$ cat config.mk
export PLATFORM = sky130hd
export DESIGN_NAME = descriptor_packer
export DESIGN_NICKNAME = d
export VERILOG_FILES = /design/src/rtl/sift_pkg.sv /design/src/rtl/descriptor_packer.sv
export SDC_FILE = /design/constraint.sdc
export NUM_CORES = 1
export LEC_CHECK = 0
export CAP_MARGIN = 20
export CORE_MARGIN = 5
export CORE_UTILIZATION = 42
export DETAILED_ROUTE_END_ITERATION = 8
export GPL_TIMING_DRIVEN = 0
export PLACE_DENSITY_LB_ADDON = 0.25
export SYNTH_ARGS = -nofsm -noshare
export SYNTH_HDL_FRONTEND = slang
export SYNTH_SLANG_ARGS = --single-unit
$ cat constraint.sdc
create_clock -name clk -period 7.51 [get_ports clk]
set_clock_uncertainty 0.05 [all_clocks]
set_input_delay 0.751 -clock clk [delete_from_list [all_inputs] [get_ports clk]]
set_output_delay 0.751 -clock clk [all_outputs]
set_load 0.1 [all_outputs]
$ cat src/rtl/sift_pkg.sv
// Shared types and sizing helpers for the SIFT descriptor pipeline.
package sift_pkg;

  localparam int unsigned PATCH_SIZE_DEFAULT = 4;

  // One histogram entry per sub-patch: 8 bins, each wide enough for a full sub-patch count.
  function automatic int unsigned entry_width(input int unsigned patch);
    return ($clog2((patch / 2) * (patch / 2)) + 1) * 8;
  endfunction

  localparam int unsigned ENTRY_W = entry_width(PATCH_SIZE_DEFAULT);

  typedef enum logic [2:0] {
    ST_IDLE,
    ST_ISSUE,
    ST_WAIT,
    ST_CAPTURE,
    ST_EMIT,
    ST_DONE
  } packer_state_t;

endpackage

$ cat src/rtl/descriptor_packer.sv
// Reads groups of 4 sub-patch histogram entries from the descriptor BRAM and
// streams each group as one packed descriptor word over valid/ready.
module descriptor_packer
  import sift_pkg::*;
#(
  parameter int unsigned NUMBER_DESCRIPTORS = 4000,
  parameter int unsigned NUMBER_KEYPOINTS   = 1000,
  parameter int unsigned PATCH_SIZE         = PATCH_SIZE_DEFAULT,
  parameter int unsigned BRAM_LATENCY       = 2,
  localparam int unsigned DESC_ADDR_W = $clog2(NUMBER_DESCRIPTORS),
  localparam int unsigned KEY_IDX_W   = $clog2(NUMBER_KEYPOINTS),
  localparam int unsigned LANE_W      = entry_width(PATCH_SIZE)
) (
  input  logic                     clk,
  input  logic                     rst_in,
  input  logic                     start,
  input  logic [DESC_ADDR_W:0]     desc_count,
  output logic [DESC_ADDR_W-1:0]   desc_read_addr,
  input  logic [LANE_W-1:0]        desc_read,
  output logic [4*LANE_W-1:0]      packed_data,
  output logic [KEY_IDX_W-1:0]     packed_index,
  output logic                     packed_valid,
  input  logic                     packed_ready,
  output logic                     partial_flag,
  output logic                     busy,
  output logic                     packer_done
);

  localparam int unsigned WAIT_W = (BRAM_LATENCY > 1) ? $clog2(BRAM_LATENCY + 1) : 1;

  packer_state_t state, state_next;

  logic [DESC_ADDR_W-1:0]       n_desc;
  logic [DESC_ADDR_W-1:0]       n_load;
  logic                         partial_load;
  logic                         over_range;
  logic [1:0]                   slot;
  logic [WAIT_W-1:0]            wait_cnt;
  logic [3:0][LANE_W-1:0]       asm_q;
  logic                         wait_done;
  logic                         last_word;
  logic                         handshake;
  logic [DESC_ADDR_W-1:0]       entry_addr;

  // Counts beyond the BRAM depth are clamped to the whole BRAM and flagged as partial.
  always_comb begin
    over_range   = desc_count > (DESC_ADDR_W+1)'(NUMBER_DESCRIPTORS);
    n_load       = over_range ? DESC_ADDR_W'(NUMBER_DESCRIPTORS >> 2)
                              : DESC_ADDR_W'(desc_count >> 2);
    partial_load = over_range | (|desc_count[1:0]);
  end

  assign wait_done  = wait_cnt == WAIT_W'(BRAM_LATENCY - 1);
  assign last_word  = (DESC_ADDR_W'(packed_index) + DESC_ADDR_W'(1)) == n_desc;
  assign handshake  = packed_valid & packed_ready;
  assign entry_addr = DESC_ADDR_W'({packed_index, 2'b00}) + DESC_ADDR_W'(slot);

  always_ff @(posedge clk or posedge rst_in) begin
    if (rst_in) state <= ST_IDLE;
    else        state <= state_next;
  end

  always_comb begin
    state_next = state;
    unique case (state)
      ST_IDLE:    if (start) state_next = (n_load == '0) ? ST_DONE : ST_ISSUE;
      ST_ISSUE:   state_next = ST_WAIT;
      ST_WAIT:    if (wait_done) state_next = ST_CAPTURE;
      ST_CAPTURE: state_next = (slot == 2'd3) ? ST_EMIT : ST_ISSUE;
      ST_EMIT:    if (handshake) state_next = last_word ? ST_DONE : ST_ISSUE;
      ST_DONE:    state_next = ST_IDLE;
      default:    state_next = ST_IDLE;
    endcase
  end

  always_comb begin
    busy        = state != ST_IDLE;
    packer_done = state == ST_DONE;
  end

  always_ff @(posedge clk or posedge rst_in) begin
    if (rst_in) begin
      n_desc         <= '0;
      partial_flag   <= 1'b0;
      slot           <= '0;
      wait_cnt       <= '0;
      packed_index   <= '0;
      desc_read_addr <= '0;
      asm_q          <= '0;
      packed_data    <= '0;
      packed_valid   <= 1'b0;
    end else begin
      unique case (state)
        ST_IDLE: begin
          if (start) begin
            n_desc         <= n_load;
            partial_flag   <= partial_load;
            slot           <= '0;
            desc_read_addr <= '0;
            packed_index   <= '0;
          end
        end
        ST_ISSUE: begin
          desc_read_addr <= entry_addr;
          wait_cnt       <= '0;
        end
        ST_WAIT: wait_cnt <= wait_cnt + WAIT_W'(1);
        ST_CAPTURE: begin
          asm_q[slot] <= desc_read;
          // Lane 3 is written into packed_data directly so the word is complete this edge.
          if (slot == 2'd3) begin
            packed_data  <= {desc_read, asm_q[2], asm_q[1], asm_q[0]};
            packed_valid <= 1'b1;
          end else begin
            slot <= slot + 2'd1;
          end
        end
        ST_EMIT: begin
          if (handshake) begin
            packed_valid <= 1'b0;
            slot         <= '0;
            packed_index <= packed_index + KEY_IDX_W'(1);
          end
        end
        default: ;
      endcase
    end
  end

endmodule

==> results list <==
- STA classifies the critical path startpoint as a flop.
* Sink Count: 210
- Number of nets still failing antenna checks after routing: 0
- Hold repair after CTS inserted 0 buffers.
- After clock tree synthesis, the repair step resized 0 gates.
- For the finished layout, the period the worst path requires is roughly 3500 ps.
- Fraction of layout instances using a drive strength above 1: 0.211
- Sequential cell area fraction in the yosys report: 0.607
- After clock tree synthesis, the clock-pin slew on the worst setup and hold paths is 60 ps.
* Path depth of the worst reg2reg path: 7
- Number of levels the H-tree was split into: 1
- Overall die area: 0.0236 mm2
* Hold Path Class: flop to flop
- At the end of routability-driven placement, the weighted congestion stood at 0.873.
- In this run the critical register-to-register path is launched from packed_index[1].
* Fillcell total: about 1,700
- Avg WL per Cell: 18.4 um
* Initial core utilization: 0.427
- Entering global routing, the biggest net connects 119 pins.
- Synthesis-stage register bit count: 210
* Worst path max stage delay: 1150 ps
* Total stage count of the critical path: 4
- Register-to-register setup slack: about 5000 ps
* Measured slew at the worst slew-check pin: 1040 ps
- In this run the worst path has a maximum fanout of 10.
* Vertical die dimension: 154 um
* Achievable clock frequency: approximately 290 MHz
* Endpoint type of the worst setup path: primary output
- Final number of max-transition violations: 0
- In this run the core area contains 52 standard-cell rows.
* Flip-flop cell with the highest count after synthesis: sky130_fd_sc_hd__dfrtp_1
- CTS placed an instance of sky130_fd_sc_hd__clkbuf_16 at the clock tree root.
- The floorplan step defined a core boundary enclosing a little over 0.02 mm2.
- Detailed placement finished with a half-perimeter wire length of ~15 mm.
- During synthesis, Yosys emitted a total of 0 warnings.
* Global-route wire length before repair: 33.8 mm
- Post-route clock period utilization: 0.464
- ~160 I/O pins were placed.
- Count of maximum capacitance violations: 0
* Asr flop ratio synth: 1.00
- The critical path goes through clkbuf_1, nand2_1, nor2_1, clkdlybuf4s50_1.
* Clock tree from TritonCTS: built
- At the end of the flow the core is filled with cells to 0.563.
- Buffers inserted during post-CTS setup optimization: 0
- In this run, synthesis inferred 0 flip-flops with an integrated enable.
* Initial DRC Count: 245
* Post-synthesis instance area: 0.00866 mm2
* Setup crit start: state[0]
- Worst-skew pair later-pin latency: 500 ps
- Setup repair after global routing left no endpoint under its margin.
- The detailed router placed approximately 5,800 vias in this run.
- Critical path's top delay family: buffers and inverters
- Setup violations remaining at the end of the flow were counted as 0.
- Signed area change from the synthesized netlist to the final layout: 32.0%
- Cell with the largest stage delay on the worst path: sky130_fd_sc_hd__clkdlybuf4s50_1
- Required time reported for the critical path endpoint: 6710 ps
* Final nets: between 800 and 900
* Total congestion overflow after global routing: 0
* Post-route DRC violation count: 0
- Critical path type: flop to primary output
* Min-Delay Path Depth: 1
* Final antenna diode count: 0
* Total wirelength of the detailed-routed design: a little over 20 mm
- Die W: about 150 um
- Net Count, Synth: 692
- Counting along the longest clock path gives a buffer depth of 3.
- The number of clock buffers added by TritonCTS is 23.
* Origin of the worst min-delay path: asm_q[3]
* Critical path buffer and inverter count: 2
- Dividing the detail-routed via count by the number of cells gives between 5 and 6.
- Data on the critical path arrives at its endpoint at between 2000 and 3000 ps.
- Initial antenna violation count: 0
* Hold Path End: asm_q[3]
- In this run the critical register-to-register path is captured at state[2].
- Mean Syn Cell Area: 13.4 um2
- For the final routed database, the setup TNS stands at 0 ps.
- The via count of the first global-routing pass came to about 6,100.
- Gate Count Post-Synth: 645
* Number of detailed-route iterations in the first pass: 5
- The total count of hold-check failures in the final report came to 0.
- Synthesis instantiated a little over 50 different standard cells from the library.
* Worst max-slew margin expressed relative to the limit: 0.304
- For this run, the total global-route usage over all layers was measured as 0.175.
* Status: completed
- Buffers placed on the I/O ports in this run total between 150 and 200.
==> cell type report <==
type	instances	area (um2)	area share
inverters	9	41.3	0.00361
clock buffers	29	618	0.0541
multi-input cells	383	3120	0.273
clock inverters	13	161	0.0141
plain buffers	43	253	0.0221
flip-flops and latches	210	5260	0.460
repair buffers	163	1650	0.144
well taps	270	338	0.0295
==> cell families (layout without fill, tap and decap cells) <==
| family | Yosys count | count (layout) | synth area share |
|---|---|---|---|
| multiplexers | 168 | 168 | 0.218 |
| AND/OR/NAND/NOR | 125 | 125 | 0.0698 |
| adder cells (fa/ha/maj) | 6 | 6 | 0.00867 |
| AO/OA/AOI/OAI | 74 | 74 | 0.0514 |
| flip-flops | 210 | 210 | 0.607 |
| buffers and inverters | 52 | 257 | 0.0331 |
| XOR/XNOR | 10 | 10 | 0.0118 |
==> stage by stage <==
stage               instances  hold WS, ps  cell area [um2]  setup WS [ps]
detailed placement       1078          425            10700           4530
global placement         1077          415            10600          -1420
CTS                      1120          438            11400           4000
global route             1120          447            11400           3880
floorplan                 645          402             8660            971
finish                   1120          435            11400           4030
==> synth_stat cells (all sizes together), types with 2 or more instances <==
cell	n	area, um2
dfrtp	210	5260
mux2	168	1890
nand2	59	224
o21ai	45	225
buf	35	223
nor2	19	71.3
a21oi	9	45.0
inv	9	33.8
clkbuf	8	30.0
nand3	8	50.1
ha	6	75.1
nor4	6	37.5
xnor2	6	52.6
and2	4	25.0
and3	4	25.0
nand2b	4	25.0
nor3	4	20.0
o31ai	4	30.0
or3	4	25.0
nand4b	3	26.3
xor2	3	26.3
a211oi	2	15.0
nand4	2	12.5
nor2b	2	12.5
nor3b	2	20.0
o2111ai	2	17.5
or2	2	12.5
==> layer usage <==
layer,track usage,vias to the layer above,share of wire
li1,-,2649,-
met1,0.231,2938,0.42
met2,0.306,165,0.51
met3,0.0301,34,0.052
met4,0.0349,0,0.017
met5,0,-,0
==> cell usage in the layout (no fill, tap or decap), drive strengths merged, types with 9 or more instances in the layout <==
cell             n
dfrtp          210
mux2           168
clkdlybuf4s50  162
nand2           59
o21ai           45
clkbuf          37
buf             36
nor2            19
inv             10
a21oi            9
==> registers in the layout, summed over array words and instances, names as in the netlist <==
register        cells
packed_data        96
wait_cnt            2
asm_q              72
packed_index       10
slot                2
desc_read_addr     12
n_desc             11
partial_flag        1
packed_valid        1
state               3
==> worst max path at each step <==
stage / to / slack (ps)
final: packer_done / 4030
after detailed placement: packer_done / 4530
after global routing: packer_done / 3880
after CTS: packer_done / 4000
after floorplan: asm_q[0] / 970
after global placement: packed_data[63] / -1420
Power is left out: the tool's default activity adds up to more than one toggle a clock period on the data nets, which glitch-free logic cannot reach.
